`src/rtl/systolic_ws_drain_if.sv`:
```
// Bottom-psum capture and result-row drain bus of the weight-stationary array.
// Driven by the array/sequencer side (master) and consumed by systolic_ws_drain (slave).
interface systolic_ws_drain_if #(
    parameter int D_W   = 8,
    parameter int N     = 4,
    parameter int DEPTH = 8
);
    localparam int PW = 2 * D_W;
    localparam int CW = $clog2(DEPTH) + 1;

    logic                   clear;
    logic                   in_valid;
    logic                   in_ready;
    logic [N-1:0][PW-1:0]   m2;
    logic                   out_valid;
    logic                   out_ready;
    logic [N-1:0][PW-1:0]   out_data;
    logic [CW-1:0]          count;
    logic                   err_ovf;

    modport slave (
        input  clear, in_valid, m2, out_ready,
        output in_ready, out_valid, out_data, count, err_ovf
    );

    modport master (
        output clear, in_valid, m2, out_ready,
        input  in_ready, out_valid, out_data, count, err_ovf
    );
endinterface

```
`src/rtl/systolic_ws_drain.sv`:
```
// De-skews column-staggered psums into rows and buffers them; row visible N cycles after accept.
// Credit-based input (in_ready never over-commits the FIFO); output is valid/ready, head held on stall.
module systolic_ws_drain #(
    parameter int D_W   = 8,
    parameter int N     = 4,
    parameter int DEPTH = 8
) (
    input  logic             clk,
    input  logic             rst,
    systolic_ws_drain_if.slave bus
);
    localparam int PW = 2 * D_W;
    localparam int AW = $clog2(DEPTH);
    localparam int CW = AW + 1;

    typedef logic [N-1:0][PW-1:0] row_t;

    // tok_q[i] is high i cycles after an accept; the accept itself plays the role of stage 0
    logic [N-1:1]   tok_q, tok_d;
    logic [AW-1:0]  wr_ptr_q, wr_ptr_d;
    logic [AW-1:0]  rd_ptr_q, rd_ptr_d;
    logic [CW-1:0]  count_q, count_d;
    logic           err_q, err_d;
    row_t           mem_q [DEPTH];

    logic [PW-1:0]  col_al [N];
    row_t           row_al;
    logic [31:0]    inflight;
    logic           in_ready;
    logic           accept;
    logic           push;
    logic           pop;

    always_comb begin
        inflight = '0;
        for (int i = 1; i < N; i++) begin
            inflight = inflight + 32'(tok_q[i]);
        end
    end

    // Credit counts rows stored plus rows still crossing the skew triangle; same-cycle pops are not credited
    assign in_ready = (32'(count_q) + inflight) < 32'(DEPTH);
    assign accept   = bus.in_valid & in_ready & ~bus.clear;
    assign push     = tok_q[N-1] & ~bus.clear;
    assign pop      = bus.out_ready & (count_q != '0) & ~bus.clear;

    for (genvar c = 0; c < N - 1; c++) begin : g_skew
        localparam int L = N - 1 - c;
        logic [PW-1:0] sr_q [L];

        always_ff @(posedge clk or negedge rst) begin
            if (!rst) begin
                for (int i = 0; i < L; i++) sr_q[i] <= '0;
            end else if (bus.clear) begin
                for (int i = 0; i < L; i++) sr_q[i] <= '0;
            end else begin
                sr_q[0] <= bus.m2[c];
                for (int i = 1; i < L; i++) sr_q[i] <= sr_q[i-1];
            end
        end

        assign col_al[c] = sr_q[L-1];
    end

    assign col_al[N-1] = bus.m2[N-1];

    always_comb begin
        row_al = '0;
        for (int c = 0; c < N; c++) begin
            row_al[c] = col_al[c];
        end
    end

    always_comb begin
        tok_d    = '0;
        wr_ptr_d = '0;
        rd_ptr_d = '0;
        count_d  = '0;
        err_d    = 1'b0;
        if (!bus.clear) begin
            tok_d[1] = accept;
            for (int i = 2; i < N; i++) begin
                tok_d[i] = tok_q[i-1];
            end
            wr_ptr_d = wr_ptr_q + AW'(push);
            rd_ptr_d = rd_ptr_q + AW'(pop);
            count_d  = count_q + CW'(push) - CW'(pop);
            err_d    = err_q | (bus.in_valid & ~in_ready);
        end
    end

    always_ff @(posedge clk or negedge rst) begin
        if (!rst) begin
            tok_q    <= '0;
            wr_ptr_q <= '0;
            rd_ptr_q <= '0;
            count_q  <= '0;
            err_q    <= 1'b0;
        end else begin
            tok_q    <= tok_d;
            wr_ptr_q <= wr_ptr_d;
            rd_ptr_q <= rd_ptr_d;
            count_q  <= count_d;
            err_q    <= err_d;
        end
    end

    always_ff @(posedge clk or negedge rst) begin
        if (!rst) begin
            for (int i = 0; i < DEPTH; i++) mem_q[i] <= '0;
        end else if (push) begin
            mem_q[wr_ptr_q] <= row_al;
        end
    end

    assign bus.in_ready  = in_ready;
    assign bus.out_valid = (count_q != '0);
    assign bus.out_data  = (count_q != '0) ? mem_q[rd_ptr_q] : '0;
    assign bus.count     = count_q;
    assign bus.err_ovf   = err_q;

endmodule

```
`src/flat_wrapper.sv`:
```
// flat-port wrapper written by rule: the top's interface ports become plain ports
module systolic_ws_drain_flat 
#(
    parameter int D_W   = 8,
    parameter int N     = 4,
    parameter int DEPTH = 8
)
  (clk, rst, bus_clear, bus_in_valid, bus_m2, bus_out_ready, bus_in_ready, bus_out_valid, bus_out_data, bus_count, bus_err_ovf);
  systolic_ws_drain_if #(.D_W(D_W), .N(N), .DEPTH(DEPTH)) bus_i ();
  input  logic clk;
  input  logic rst;
  input wire logic [$bits(bus_i.clear)-1:0] bus_clear;
  input wire logic [$bits(bus_i.in_valid)-1:0] bus_in_valid;
  input wire logic [$bits(bus_i.m2)-1:0] bus_m2;
  input wire logic [$bits(bus_i.out_ready)-1:0] bus_out_ready;
  output wire logic [$bits(bus_i.in_ready)-1:0] bus_in_ready;
  output wire logic [$bits(bus_i.out_valid)-1:0] bus_out_valid;
  output wire logic [$bits(bus_i.out_data)-1:0] bus_out_data;
  output wire logic [$bits(bus_i.count)-1:0] bus_count;
  output wire logic [$bits(bus_i.err_ovf)-1:0] bus_err_ovf;
  assign bus_i.clear = bus_clear;
  assign bus_i.in_valid = bus_in_valid;
  assign bus_i.m2 = bus_m2;
  assign bus_i.out_ready = bus_out_ready;
  assign bus_in_ready = bus_i.in_ready;
  assign bus_out_valid = bus_i.out_valid;
  assign bus_out_data = bus_i.out_data;
  assign bus_count = bus_i.count;
  assign bus_err_ovf = bus_i.err_ovf;
  systolic_ws_drain #(.D_W(D_W), .N(N), .DEPTH(DEPTH)) u_core (.clk(clk), .rst(rst), .bus(bus_i));
endmodule
```
`config.mk`:
```
export PLATFORM = sky130hd
export DESIGN_NAME = systolic_ws_drain_flat
export DESIGN_NICKNAME = d
export VERILOG_FILES = /design/src/rtl/systolic_ws_drain_if.sv /design/src/rtl/systolic_ws_drain.sv /design/src/flat_wrapper.sv
export SDC_FILE = /design/constraint.sdc
export NUM_CORES = 1
export LEC_CHECK = 0
export CAP_MARGIN = 25
export CORE_AREA = 5 5 236 410
export DETAILED_ROUTE_END_ITERATION = 8
export DIE_AREA = 0 0 241 415
export HOLD_SLACK_MARGIN = 0.15
export PLACE_DENSITY = 0.46
export SLEW_MARGIN = 5
export SYNTH_ARGS = -nofsm -noshare
export SYNTH_HDL_FRONTEND = slang
export SYNTH_SLANG_ARGS = --single-unit
```
`constraint.sdc`:
```
create_clock -name clk -period 2.1 [get_ports clk]
set_input_delay 0.42 -clock clk [delete_from_list [all_inputs] [get_ports clk]]
set_output_delay 0.42 -clock clk [all_outputs]
set_load 0.02 [all_outputs]
```
==> results.sh <==
export IMPL_postSynthAreaPerCell_um2=16.7
export IMPL_synthFlopType="dfrtp_1"
export IMPL_cp_required_ps=1680
export IMPL_synthXorXnorAreaFrac_pct=0.0985
export IMPL_clock_path_buffers=3
export IMPL_synthAdderAreaFrac_pct=0.591
export IMPL_final_max_slew_viol_count=0
export IMPL_async_flop_share_pct=100
export IMPL_synthTopCellsByCount="dfrtp_1 (622), mux2_2 (504), mux4_2 (128)"
export IMPL_synth_nets=1682
export IMPL_placeableCoreArea_um2=93000
export IMPL_cp_num_buf_inv=4
export IMPL_synthMostInstantiatedCell="dfrtp_1"
export IMPL_fin_total_pwr_w=0.0302
export IMPL_final_area_um2=33800
export IMPL_slowest_delay_ps=520
export IMPL_port_buffers=139
export IMPL_cp_end_kind="primary output"
export IMPL_worst_slew_pin_slew_ps=698
export IMPL_syn_to_final_growth_pct=26.8
export IMPL_fmaxAchievable_mhz=348
export IMPL_drive_gt1_share_pct=53.6
export IMPL_grt_overflow=0
export IMPL_critical_path_class="reg -> out"
export IMPL_dpl_cell_area_um2=30600
export IMPL_die_width_um=241
export IMPL_arrival_ps=2460
export IMPL_synth_top_family_by_area="multiplexers"
export IMPL_vias=14800
export IMPL_fin_setup_tns_ps=-47570
export IMPL_clk_latency_ps=620
export IMPL_max_vdd_ir_drop_v=0.000620
export IMPL_worstPathCellList="buf_12, buf_12, buf_12, mux4_2, a22o_4, buf_6"
export IMPL_synth_area_leaders="dfrtp_1 (58%), mux2_2 (21%), mux4_2 (11%)"
export IMPL_cts_tree="done"
export IMPL_rsz0062_at_grt="true"
export IMPL_muxShareOfSynthArea_pct=32.5
export IMPL_grt_max_degree=66
export IMPL_slew_headroom_pct=53.5
export IMPL_p_leak_nw=16.0
export IMPL_cts_root_buf="clkbuf_16"
export IMPL_crit_path_frequent_cell="buf_12"
export IMPL_synth_edf_count=0
export IMPL_die_area_um2=100000
export IMPL_yosys_area_top_type_share_pct=58.4
export IMPL_antenna_left=0
export IMPL_wirelength_um=71300
export IMPL_cpMaxStageDelayCell="mux4_2"
export IMPL_holdWs_ps=332
export IMPL_hp_class="in -> async"
export IMPL_final_core_util_pct=36.4
export IMPL_dp_hpwl_um=43000
export IMPL_antenna_found_initial=2
export IMPL_layout_min_cycle_time_ps=2880
export IMPL_crit_path_start_kind="register"
export IMPL_grt_pass1_vias=17000
export IMPL_htreeDepth=2
export IMPL_drc=0
export IMPL_grt_pass1_wl_um=110000
export IMPL_setup_violations=69
export IMPL_power_density_nw_per_um2=894
export IMPL_drt_first_pass_iters=6
export IMPL_synth_area_um2=26700
export IMPL_synth_simple_gate_area_share_pct=3.22
export IMPL_die_h_um=415
export IMPL_synth_seq_area_share_pct=58.4
export IMPL_clock_sinks=622
export IMPL_grt_util_all_layers_pct=14.2
export IMPL_viasPerCell=4.75
export IMPL_maxCapViolCount=0
export IMPL_synth_area_leader_cell="dfrtp_1"
export IMPL_finalHoldViolCount=0
export IMPL_finalWeightedCongestion=0.716
export IMPL_period_share_pct=137
export IMPL_synth_compound_area_share_pct=2.39
export IMPL_cts_made_buffers=61
export IMPL_cp_top_family="buffers and inverters"
export IMPL_synth_seq_cells=622
export IMPL_outcome="complete, but fails checks"
export IMPL_synthCells=1601
export IMPL_synthDistinctLibCells=35
export IMPL_initial_utilization_pct=28.7
export IMPL_finalClockSkew_ps=14.2
export IMPL_setup_ws_ps=-776
export IMPL_pin_count=140
export IMPL_post_drt_wl_per_cell_um=22.9
export IMPL_num_rows=148
export IMPL_path_clk_slew_ps=60
export IMPL_ys_warn_count=0
export IMPL_cp_max_fo=8
export IMPL_drt_iter0_drc=447
export IMPL_final_nets=1946
export IMPL_violations="negative setup slack"
-- layer usage --
metal,up-vias,global-route usage (%),share of wire [%]
met1,8050,18.7,43
met5,-,0,0.018
li1,6452,-,-
met4,2,3.38,2.0
met3,84,2.08,3.1
met2,209,24.7,52
-- layout by cell type, fill, tap and decap left out, types with 5 or more instances in the layout --
master / Yosys / layout
dfrtp_1: 622 / 616
buf_16: 0 / 16
mux4_2: 128 / 128
ha_4: 0 / 5
buf_6: 36 / 69
clkbuf_16: 0 / 63
clkbuf_1: 30 / 17
buf_8: 0 / 5
nor2_1: 6 / 5
mux2_2: 504 / 503
a22o_4: 0 / 31
nor2b_1: 107 / 104
clkbuf_8: 0 / 13
buf_4: 13 / 74
a22o_1: 64 / 33
clkinv_2: 0 / 11
buf_12: 0 / 66
ha_1: 11 / 6
mux2_1: 9 / 9
clkdlybuf4s50_1: 0 / 67
-- kinds of logic after synthesis --
family / Yosys count
adder cells (fa/ha/maj): 12
AO/OA/AOI/OAI: 76
AND/OR/NAND/NOR: 134
flip-flops: 622
XOR/XNOR: 3
buffers and inverters: 113
multiplexers: 641
-- report_power, final --
part	switching, W	internal (W)
sequential	0.000263	0.0124
combinational	0.00307	0.00347
clock	0.00475	0.00629
-- registers in the layout (all words and copies together) (netlist names) --
| register | cells |
|---|---|
| u_core.bus.count | 4 |
| u_core.mem_q | 512 |
| u_core.bus.err_ovf | 1 |
| u_core.g_skew.sr_q | 64 |
| u_core.col_al | 32 |
| u_core.rd_ptr_q | 3 |
| u_core.wr_ptr_q | 3 |
| u_core.tok_q | 3 |
-- path summary, 6_finish.rpt --
kind | from | to | slack, ps | depth (start not counted)
hold reg to reg | u_core.g_skew[1].sr_q[29] | u_core.col_al[45] | 460 | 1
min in group clk | bus_m2[44] | u_core.g_skew[2].sr_q[12] | 340 | 2
setup reg to reg | u_core.bus.count[3] | u_core.bus.count[3] | -310 | 10
hold / removal | rst | u_core.mem_q[91] | 330 | 2
setup / recovery | u_core.rd_ptr_q[0] | bus_out_data[38] | -780 | 6
max in group asynchronous | rst | u_core.rd_ptr_q[0] | 900 | 3
-- through the flow --
stage | cells | setup slack (ps)
finish | 3114 | -776
floorplan | 1601 | -36.9
global placement | 2961 | -559
CTS | 3103 | -883
detailed placement | 2961 | -575
global route | 3113 | -876
-- what timing repair did --
item / 4_1_cts / 5_1_grt
hold endpoints to repair: 132 / 0
hold buffers: 2 / 0
setup endpoints to repair: 73 / 69
gates cloned: 12 / 3
gates resized for setup: 452 / 38
pin swaps: 55 / 24
buffers inserted: 17 / 10
-- layout make-up --
class | count | area (µm²)
well taps | 1200 | 1500
flip-flops and latches | 622 | 15600
clock buffers | 91 | 1770
diodes | 1 | 2.50
fillers | 8823 | 59100
inverters | 6 | 27.5
repair buffers | 308 | 3960
clock inverters | 20 | 215
multi-input cells | 866 | 10800
Note: power is estimated with default switching activity, not from simulation.
